===== config.mk =====
export PLATFORM = sky130hd
export DESIGN_NAME = alu_share_arb
export DESIGN_NICKNAME = d
export VERILOG_FILES = /design/src/rtl/alu_share_arb_pkg.sv /design/src/rtl/alu_share_arb_rr_arb2.sv /design/src/rtl/alu_share_arb.sv
export SDC_FILE = /design/constraint.sdc
export NUM_CORES = 1
export LEC_CHECK = 0
export CAP_MARGIN = 20
export CORE_UTILIZATION = 38
export CTS_CLUSTER_SIZE = 8
export DETAILED_ROUTE_END_ITERATION = 12
export PLACE_DENSITY_LB_ADDON = 0.12
export SETUP_SLACK_MARGIN = 0.1
export SKIP_LAST_GASP = 1
export SYNTH_ARGS = -nofsm -noshare
export SYNTH_HDL_FRONTEND = slang
export SYNTH_SLANG_ARGS = --single-unit

===== constraint.sdc =====
create_clock -name clk -period 4.7 [get_ports clk]
set_input_delay 0.94 -clock clk [delete_from_list [all_inputs] [get_ports clk]]
set_output_delay 0.94 -clock clk [all_outputs]
set_load 0.02 [all_outputs]

===== src/rtl/alu_share_arb_pkg.sv =====
// -----------------------------------------------------------------------------
// alu_share_arb_pkg
// Shared definitions for the ALU-sharing arbiter:
//   - default operand width and requester count
//   - funct codes understood by the shared ALU
//   - arbiter FSM state encoding
//   - helper that tells whether a funct code is executable
// -----------------------------------------------------------------------------
package alu_share_arb_pkg;

    localparam int DW_DEF   = 32;
    localparam int NREQ_DEF = 2;
    localparam int FW       = 6;

    localparam logic [FW-1:0] F_AND = 6'b100100;
    localparam logic [FW-1:0] F_OR  = 6'b100101;
    localparam logic [FW-1:0] F_ADD = 6'b100000;
    localparam logic [FW-1:0] F_SUB = 6'b100010;
    localparam logic [FW-1:0] F_SLT = 6'b101010;

    typedef enum logic [1:0] {
        ST_IDLE = 2'd0,
        ST_EXEC = 2'd1,
        ST_RESP = 2'd2
    } state_t;

    // Only these codes are forwarded to the ALU; anything else is answered
    // directly by the arbiter with an error response.
    function automatic logic funct_supported(input logic [FW-1:0] f);
        logic ok;
        ok = 1'b0;
        case (f)
            F_AND, F_OR, F_ADD, F_SUB, F_SLT: ok = 1'b1;
            default:                          ok = 1'b0;
        endcase
        return ok;
    endfunction

endpackage


===== src/rtl/alu_share_arb_rr_arb2.sv =====
// -----------------------------------------------------------------------------
// alu_share_arb_rr_arb2
// Two-way round-robin grant generator (rr_arb2) with its own pointer.
//   clk, rst_n : clock, asynchronous active-low reset
//   req        : request vector (2 bits)
//   advance    : a grant was consumed this cycle; move the pointer
//   gnt        : one-hot grant (zero when nothing requests)
//   gnt_idx    : index of the granted requester
// The requester at the pointer index wins ties; after every consumed grant
// the pointer moves to the other index, so simultaneous requests alternate.
// -----------------------------------------------------------------------------
module alu_share_arb_rr_arb2 (
    input  logic       clk,
    input  logic       rst_n,
    input  logic [1:0] req,
    input  logic       advance,
    output logic [1:0] gnt,
    output logic       gnt_idx
);

    logic ptr_reg;

    always_comb begin
        gnt_idx = ptr_reg;
        gnt     = 2'b00;
        if (!req[ptr_reg]) begin
            gnt_idx = ~ptr_reg;
        end
        if (req[gnt_idx]) begin
            gnt = 2'b01 << gnt_idx;
        end
    end

    always_ff @(posedge clk or negedge rst_n) begin
        if (!rst_n) begin
            ptr_reg <= 1'b0;
        end else if (advance) begin
            ptr_reg <= ~gnt_idx;
        end
    end

endmodule


===== src/rtl/alu_share_arb.sv =====
// -----------------------------------------------------------------------------
// alu_share_arb
// Shares one external combinational ALU between two requesters.
// One operation is in flight at a time: IDLE accepts a request, EXEC drives
// the ALU for one cycle and captures its result, RESP holds the response
// until the granted requester accepts it.
// Ports:
//   clk, rst_n              : clock, asynchronous active-low reset
//   req_valid/req_ready     : per-requester request handshake (ready one-hot)
//   req_a, req_b            : packed 32-bit operands, requester i at [32i+:32]
//   req_funct               : packed 6-bit funct, requester i at [6i+:6]
//   alu_dataA/B, alu_signal : operands and funct to the shared ALU
//   alu_reset               : active-high output clear to the ALU
//   alu_dataOut             : ALU result (combinational from alu_*)
//   rsp_valid/rsp_ready     : per-requester response handshake (valid one-hot)
//   rsp_data, rsp_err       : result and unsupported-funct flag
// -----------------------------------------------------------------------------
module alu_share_arb
    import alu_share_arb_pkg::*;
#(
    parameter int DW   = DW_DEF,
    parameter int NREQ = NREQ_DEF
) (
    input  logic               clk,
    input  logic               rst_n,
    input  logic [NREQ-1:0]    req_valid,
    output logic [NREQ-1:0]    req_ready,
    input  logic [NREQ*DW-1:0] req_a,
    input  logic [NREQ*DW-1:0] req_b,
    input  logic [NREQ*FW-1:0] req_funct,
    output logic [DW-1:0]      alu_dataA,
    output logic [DW-1:0]      alu_dataB,
    output logic [FW-1:0]      alu_signal,
    output logic               alu_reset,
    input  logic [DW-1:0]      alu_dataOut,
    output logic [NREQ-1:0]    rsp_valid,
    output logic [DW-1:0]      rsp_data,
    output logic               rsp_err,
    input  logic [NREQ-1:0]    rsp_ready
);

    // Unpacked per-requester views of the packed request buses
    logic [DW-1:0] a_arr     [NREQ];
    logic [DW-1:0] b_arr     [NREQ];
    logic [FW-1:0] funct_arr [NREQ];

    for (genvar gi = 0; gi < NREQ; gi++) begin : g_unpack
        assign a_arr[gi]     = req_a[gi*DW +: DW];
        assign b_arr[gi]     = req_b[gi*DW +: DW];
        assign funct_arr[gi] = req_funct[gi*FW +: FW];
    end

    state_t        state_reg, state_next;
    logic [DW-1:0] a_reg;
    logic [DW-1:0] b_reg;
    logic [FW-1:0] funct_reg;
    logic          grant_reg;
    logic [DW-1:0] result_reg;
    logic          err_reg;

    logic [1:0]    arb_gnt;
    logic          arb_idx;
    logic          accept;
    logic          sel_supported;

    alu_share_arb_rr_arb2 u_arb (
        .clk     (clk),
        .rst_n   (rst_n),
        .req     (req_valid),
        .advance (accept),
        .gnt     (arb_gnt),
        .gnt_idx (arb_idx)
    );

    assign sel_supported = funct_supported(funct_arr[arb_idx]);

    // Next-state and output decode
    always_comb begin
        state_next = state_reg;
        req_ready  = '0;
        rsp_valid  = '0;
        alu_dataA  = '0;
        alu_dataB  = '0;
        alu_signal = '0;
        alu_reset  = 1'b1;
        accept     = 1'b0;

        case (state_reg)
            ST_IDLE: begin
                // The reset term keeps req_ready low while rst_n is held,
                // even though the registered state already reads IDLE.
                if (rst_n && (|req_valid)) begin
                    req_ready  = arb_gnt;
                    accept     = 1'b1;
                    state_next = sel_supported ? ST_EXEC : ST_RESP;
                end
            end
            ST_EXEC: begin
                alu_dataA  = a_reg;
                alu_dataB  = b_reg;
                alu_signal = funct_reg;
                alu_reset  = 1'b0;
                state_next = ST_RESP;
            end
            ST_RESP: begin
                rsp_valid = NREQ'(1) << grant_reg;
                if (rsp_ready[grant_reg]) begin
                    state_next = ST_IDLE;
                end
            end
            default: begin
                state_next = ST_IDLE;
            end
        endcase
    end

    // State and datapath registers
    always_ff @(posedge clk or negedge rst_n) begin
        if (!rst_n) begin
            state_reg  <= ST_IDLE;
            a_reg      <= '0;
            b_reg      <= '0;
            funct_reg  <= '0;
            grant_reg  <= 1'b0;
            result_reg <= '0;
            err_reg    <= 1'b0;
        end else begin
            state_reg <= state_next;
            if (accept) begin
                a_reg      <= a_arr[arb_idx];
                b_reg      <= b_arr[arb_idx];
                funct_reg  <= funct_arr[arb_idx];
                grant_reg  <= arb_idx;
                // Unsupported codes skip EXEC, so the zero here is the answer.
                result_reg <= '0;
                err_reg    <= ~sel_supported;
            end else if (state_reg == ST_EXEC) begin
                result_reg <= alu_dataOut;
            end
        end
    end

    assign rsp_data = result_reg;
    assign rsp_err  = err_reg;

endmodule


After elaboration in Yosys (flattened, before gate mapping):

Cells that the tools add are included.

* flip-flop bits (word level): 107
* output and inout bits: 108
* logic and storage cells: 66

* $lt $le $gt $ge: 4
* equal/unequal tests: 9
* shifts and indexed selects: 2
* muxes and demuxes: 33
* bitwise gates (word level): 4
* reduce and logical (&&, ||, !) cells: 6

Operators with widths (number)
* 32-bit two-way mux: 10
* 6-bit == test, second input constant: 5
* 6-bit two-way mux: 4
* 2-bit two-way mux: 7
* 1-bit two-way mux: 11
* 1-bit by 2-bit less-than comparator with 1-bit output, second input constant: 3
* 2-bit one-hot mux with 3 select lines: 1
* 5-bit OR reduction: 1
* 2-bit != test, second input constant: 2
* 1-bit by 1-bit << shifter with 2-bit output, first input constant: 2
* 1-bit NOT: 3
* 2-bit by 1-bit == test with 1-bit output, second input constant: 1
* 2-bit == test, second input constant: 1
* 2-bit >= comparator, second input constant: 1
* 2-bit logical NOT: 1
* 1-bit NOT with 2-bit output: 1
* 2-bit AND reduction: 1
* 2-bit nonzero test: 1
* 2-bit OR reduction: 1
* 1-bit logical AND: 1

Logic depth before layout (Yosys ltp):

* word-level depth: 13
* mapped depth: 6
* mapped depth without buffers: 4

Cells and area by module:

From an unflattened synthesis, not the netlist that was laid out.

* cells, all modules: 552
* area total of the unflattened synthesis: 5255.0 um^2

By module, submodules not included
* alu_share_arb: instances 1, cells each 544, area each 5192.5 um^2, seq. area each 2652.5 um^2
* alu_share_arb_rr_arb2: instances 1, cells each 8, area each 62.6 um^2, seq. area each 25.0 um^2

Worst setup path after synthesis:

No wires, ideal clock.

* kind: input-to-output
* from: input port req_valid[0]
* to: output port req_ready[1]
* data arrival time: 1.747 ns
* required time: 3.760 ns
* slack: 2.013 ns
* stages: 5
* buffers on the path: 2
* path through: nand2b_1 -> o21ai_1 -> buf_4 -> buf_4 -> nor2_1

* longest elaborated chain between the ends: 8

RTL lines
* from (decl): RTL line alu_share_arb.sv:26 `input logic [NREQ-1:0] req_valid,`
* 1-bit two-way mux (implied by the code) (2 in a row): RTL line alu_share_arb_rr_arb2.sv:26 `if (!req[ptr_reg]) begin`
* 1-bit two-way mux: RTL line alu_share_arb_rr_arb2.sv:26
* 1-bit two-way mux (implied by the code) (2 in a row): RTL line alu_share_arb_rr_arb2.sv:29 `if (req[gnt_idx]) begin`
* 2-bit two-way mux: RTL line alu_share_arb_rr_arb2.sv:29
* 2-bit two-way mux *: RTL line alu_share_arb.sv:92 `if (rst_n && (|req_valid)) begin`
* 2-bit two-way mux *: RTL line alu_share_arb.sv:88 `case (state_reg)`
* to (decl): RTL line alu_share_arb.sv:27 `output logic [NREQ-1:0] req_ready,`

Mark *: on every way between the ends. The rest lies on a longest branch, timed or not. The select of a mux whose other input is x is not followed.

Worst setup path in the final report:

* from: input port req_valid[1]
* to: output port req_ready[0]

The elaborated chain is that of the path after synthesis.

==> flow_summary.toml <==
[critical_path]
worst_ep_arrival_time_ns = 3.07
critPathMostFrequentCell = "clkdlybuf4s50_1"
worst_setup_path_class = "primary input to primary output"
startpoint_class = "primary input"
critical-path-top-delay-family = "buffers and inverters"
cp_slowest_cell = "o21ai_4"
critPathRequiredTime_ns = 3.76
cp_slowest_stage_delay_ns = 0.77
timing.critical_path.to_type = "primary output"
critical_path.cell_chain = "clkdlybuf4s50_1, o21ai_4, and2_1, clkdlybuf4s50_1"
buffers_inverters_on_critical_path = 2
cp_max_fo = 22

[power_and_ir_drop]
power.density_nw_per_um2 = 385
vdd.ir_drop.worst_uv = 186
p_leak_nw = 3.67
total_power_mw = 3.27

[clock_network]
cts_tree = "yes"
cts_repair_resize_count = 0
cts_sink_cnt = 107
post-cts-setup-buffer-count = 0
clk_root_buffer_cell = "clkbuf_16"
clk_latency_ns = 0.34
cts_max_level = 3
clock_path_buffers = 2
cts_hold_buf = 0
cts_inserted_buffers = 9
clkTransAtPathRegs_ns = 0.07

[yosys]
synth-seq-area-share_pct = 51.3
synth_mux_area_share_pct = 14.5
ys_ff_latch = 107
netlist_instances = 549
largest_family_of_logic_cells_by_synthesized_area = "simple AND/OR/NAND/NOR gates"
synth-compound-area-share_pct = 10.7
adder_cell_area_share_of_the_yosys_netlist_pct = 0
synth_warnings = 0
synth_top_cell_area_share_pct = 51.3
synthDistinctLibCells = 23
post_synth_main_area_contributors = "dfrtp_1 (51%), mux2i_1 (14%), o21ai_0 (9.8%)"
syn_nets = 727
synth_xor_area_share_pct = 0
synth_top_area_cell = "dfrtp_1"
synth-simple-area-share_pct = 19.6
synthesized_area_divided_by_synthesized_cell_count_sq_um = 9.50
area_of_the_mapped_netlist_sq_um = 5220

[floorplanning]
dieArea_sq_um = 14200
row_count = 42
initial_cell_density_of_the_core_pct = 39.2
chipHeight_microns = 119
core_region_area_sq_um = 13300
fp.dieW_microns = 119
ios = 286

[placed_design]
routabilityCongestion = 0.794
post-dp-hpwl_microns = 11500
placement.io_buffers = 285
placed_cells_incl_taps = 978

[timing]
setup-tns-final_ns = 0
clock.fmax_mhz = 249
timing.final.hold_violations = 0
whs_ns = 0.398
skew_ns = 0.00507
slew_violations = 0
unrepaired_setup_endpoints_after_global_routing = "no"
fin_crit_share_pct = 85.4
timing.final.crit_period_ns = 4.01
slew_headroom_pct = 40.0
setup_violations = 0
tightestPinTransition_ns = 0.897

[worst_hold_path]
hp-class = "primary input to asynchronous set/reset pin"

[routing]
detailroute.via_count = 4770
dr.first_iter.drc_count = 140
drt_drc_violations_left = 0
antenna_left = 0
drt_wl_total_microns = 15400
route.detailed.vias_per_inst = 4.79
detailedRoute.firstPassIterationCount = 4
routed_len_inst_microns = 15.5

[final_layout]
final_net_count = 992
non_filler_instance_count_after_layout = 995
final-seq-area_sq_um = 2680
area_growth_syn_to_layout_pct = 62.9
multiInputGateArea_sq_um = 2360
insertedDiodeCount = 0
final_layout_size_suffix_gt1_share_pct = 3.54
n_fill_cell = 1115

[global_route]
grt_use_total_pct = 21.8
global_route_wire_length_before_repair_microns = 23900
first_global_vias = 4740
antenna_violations_before_repair = 0
remaining_global_route_overflow = 0
grt_start_max_net_pins = 144

[job]
max_capacitance_violation_total = 0

[status]
outcome = "finished clean"
kinds of logic (layout without fill, tap and decap cells):
logic type,count (synthesis),in the layout
AO/OA/AOI/OAI,108,108
AND/OR/NAND/NOR,217,217
flip-flops,107,107
buffers and inverters,42,312
multiplexers,75,75
final cells by class:
type | instances | area share [%]
clock buffer | 15 | 3.39
timing repair buffer | 294 | 34.6
multi-input combinational | 400 | 27.8
inverter | 2 | 0.0884
clock inverter | 1 | 0.0589
sequential | 107 | 31.5
tap | 176 | 2.59
cells in the final DEF (no fill, tap or decap), types with 3 or more instances in the layout:
master	Yosys	routed
nor2_1	3	3
and2_1	72	72
clkbuf_8	0	4
buf_4	8	9
o21ai_0	102	102
nand2_1	134	134
nand2b_1	3	3
clkbuf_16	0	9
clkdlybuf4s50_1	0	284
mux2i_1	73	73
dfrtp_1	107	107
worst paths after layout:
path,start,end,slack [ns],depth (start not counted)
max in group asynchronous,rst_n,a_reg[1],2.71,3
worst min register to register,a_reg[21],a_reg[21],0.47,2
worst max-delay path,req_valid[1],req_ready[0],0.69,4
worst max register to register,u_arb.ptr_reg,state_reg[1],1.79,5
worst min-delay path,rst_n,b_reg[12],0.40,1
min in group clk,a_reg[21],a_reg[21],0.47,2
power by group:
part | internal [mW] | switching, mW | leakage (nW) | total (mW)
sequential | 1.25 | 0.157 | 1.37 | 1.41
combinational | 0.550 | 0.574 | 2.16 | 1.12
clock | 0.418 | 0.319 | 0.146 | 0.737
metal layers:
| layer | wire length (microns) | GRT usage (%) | vias to the layer above |
|---|---|---|---|
| met5 | 0 | 0 | - |
| met4 | 436 | 9.41 | 0 |
| met3 | 1370 | 6.37 | 29 |
| met2 | 7720 | 38.9 | 201 |
| met1 | 5850 | 23.9 | 2194 |
| li1 | - | - | 2346 |
synthesized netlist by cell type (all sizes together):
cell type  instances
buf               19
o211ai             1
a221o              1
nand4b             2
nor2               3
and2              72
mux2i             73
a21oi              1
inv                2
a21o               1
nand2b             3
o21ai            103
clkbuf            21
and2b              1
nor2b              2
nand2            134
o211a              1
dfrtp            107
mux2               2
metrics by stage:
step	utilization (%)	cell area (sq um)	worst slack, ns
2_1_floorplan	-	5220	2.01
3_3_place_gp	61.5	8180	0.696
3_5_place_dp	61.5	8180	0.678
4_1_cts	63.7	8470	0.664
5_1_grt	63.9	8500	0.595
6_report	63.9	8500	0.688
(Power assumes the default switching activity.)
==> patch, RTL diff (same settings) <==
The package constant `DW_DEF` goes from 32 to 48.
--- a/src/rtl/alu_share_arb_pkg.sv
+++ b/src/rtl/alu_share_arb_pkg.sv
@@ -8,7 +8,7 @@
 // -----------------------------------------------------------------------------
 package alu_share_arb_pkg;
 
-    localparam int DW_DEF   = 32;
+    localparam int DW_DEF   = 48;
     localparam int NREQ_DEF = 2;
     localparam int FW       = 6;
 
Interface: changed (6 resized); port bits go from 286 to 414. No check against the original RTL was run, so the function may have changed too.
==> patch against the unedited design <==
Combinational power increased by 46%. First-iteration DRC count increased by 74%. Via count rose by 42%. Cell area rose by 47%. Critical path depth is the same. Power grew 58%. Worst setup slack improved by 0.55 ns. Wire length rose by 54%. Synthesized cell count rose by 44%. Sequential cell count rose by 48. Cell count is 46% higher. Area after synthesis is 44% higher. Critical endpoint unchanged. Largest cell class unchanged.
==> patch: results (changes against the unedited design) <==
internal reg-to-reg setup slack = 2.08 ns (+0.29 ns)
VDD IR-drop max = 286 uV (+54%)
Max-slew headroom = 0.342 (-0.0573)
met3 WL = 1.72 mm (+26%)
final wirelength = 23.7 mm (+54%)
Synth area leaders = dfrtp_1 51%, mux2i_1 14%, nand2_1 9.9%
GRT Util Overall = 0.235 (+0.0169)
Multi-In Gates = 576 (+44%)
sequential share of the synthesized area = 0.515 (+0.00134)
Reg-to-Reg End = a_reg[11]$_DFFE_PN0P_
static leakage = 5.36 nW (+46%)
TritonCTS Buffers = 17 (+8)
pin count of the biggest net entering global routing = 105 (-27%)
Met2 Routed Length = 11.8 mm (+53%)
sequential cell area share = 0.312 (-0.00364)
clk tree area frac = 0.0525 (+0.0180)
grt met2 use = 0.400 (+0.0116)
area occupied by multi-input gates = 3360 um^2 (+43%)
final design utilization = 0.640 (+0.000731)
CP arrival = 2.52 ns (-0.55 ns)
Layout fillers = 1,633 (+46%)
vias in the first global route = 6,531 (+38%)
critical-path maximum fanout = 3 (-86%)
CTS root buf = clkbuf_16
clock-pin slew on the worst setup and hold paths = 0.07 ns (about the same)
Area after DPL = 11,800 um^2 (+44%)
synth cell count leaders = 198 x nand2_1, 155 x dfrtp_1, 105 x mux2i_1
Non-CTS buffers = 422 (+44%)
clock buf count = 21 (+6)
pre-CTS setup slack = 0.939 ns (+0.261 ns)
synth warn = 0 (unchanged)
met1 GRT Util = 0.269 (+0.0293)
Detailed Route Iter0 Violations = 243 (+74%)
Finished Layout Cells = 1,452 (+46%)
post-synth cell types = 24 (+4.3%)
worst flop-to-flop path startpoint = state_reg[1]$_DFFE_PN0P_
Seq Cell Count = 155 (+45%)
Nets = 1,432 (+44%)
gpl congestion = 0.768 (-3.3%)
Worst Hold Slack = 0.370 ns (-0.0281 ns)
CTS H-tree depth = 4 (+1)
status = complete, no violations
# port buffers = 413 (+45%)
Clk Latency, worst-skew pair = 0.42 ns (+0.08 ns)
patch: cell count changes after synthesis, sizes merged:
| cell | unedited run | this run |
|---|---|---|
| mux2i | 73 | 105 |
| nand2 | 134 | 198 |
| dfrtp | 107 | 155 |
| clkbuf | 21 | 27 |
| and2 | 72 | 104 |
| nor2b | 2 | 3 |
| buf | 19 | 33 |
| and2b | 1 | 0 |
| o21ai | 103 | 151 |
patch: cells by family after synthesis:
group                  count (synthesis)  share of synthesized area
AOI/OAI and AO/OA                    156                      0.107
buffers and inverters                 62                     0.0418
and+or+nand+nor                      313                      0.194
muxes                                107                      0.142
DFF                                  155                      0.515
patch: critical path, stage by stage:
cell,delay [ns]
clkdlybuf4s50_1,0.60
o211a_1,0.21
and2_1,0.14
clkdlybuf4s50_1,0.64
patch: power breakdown:
part           internal, mW  total [mW]  switching [mW]  leakage (nW)
sequential             1.81        2.04           0.224          1.98
combinational         0.783        1.63           0.846          3.06
clock                 0.943        1.51           0.570         0.322
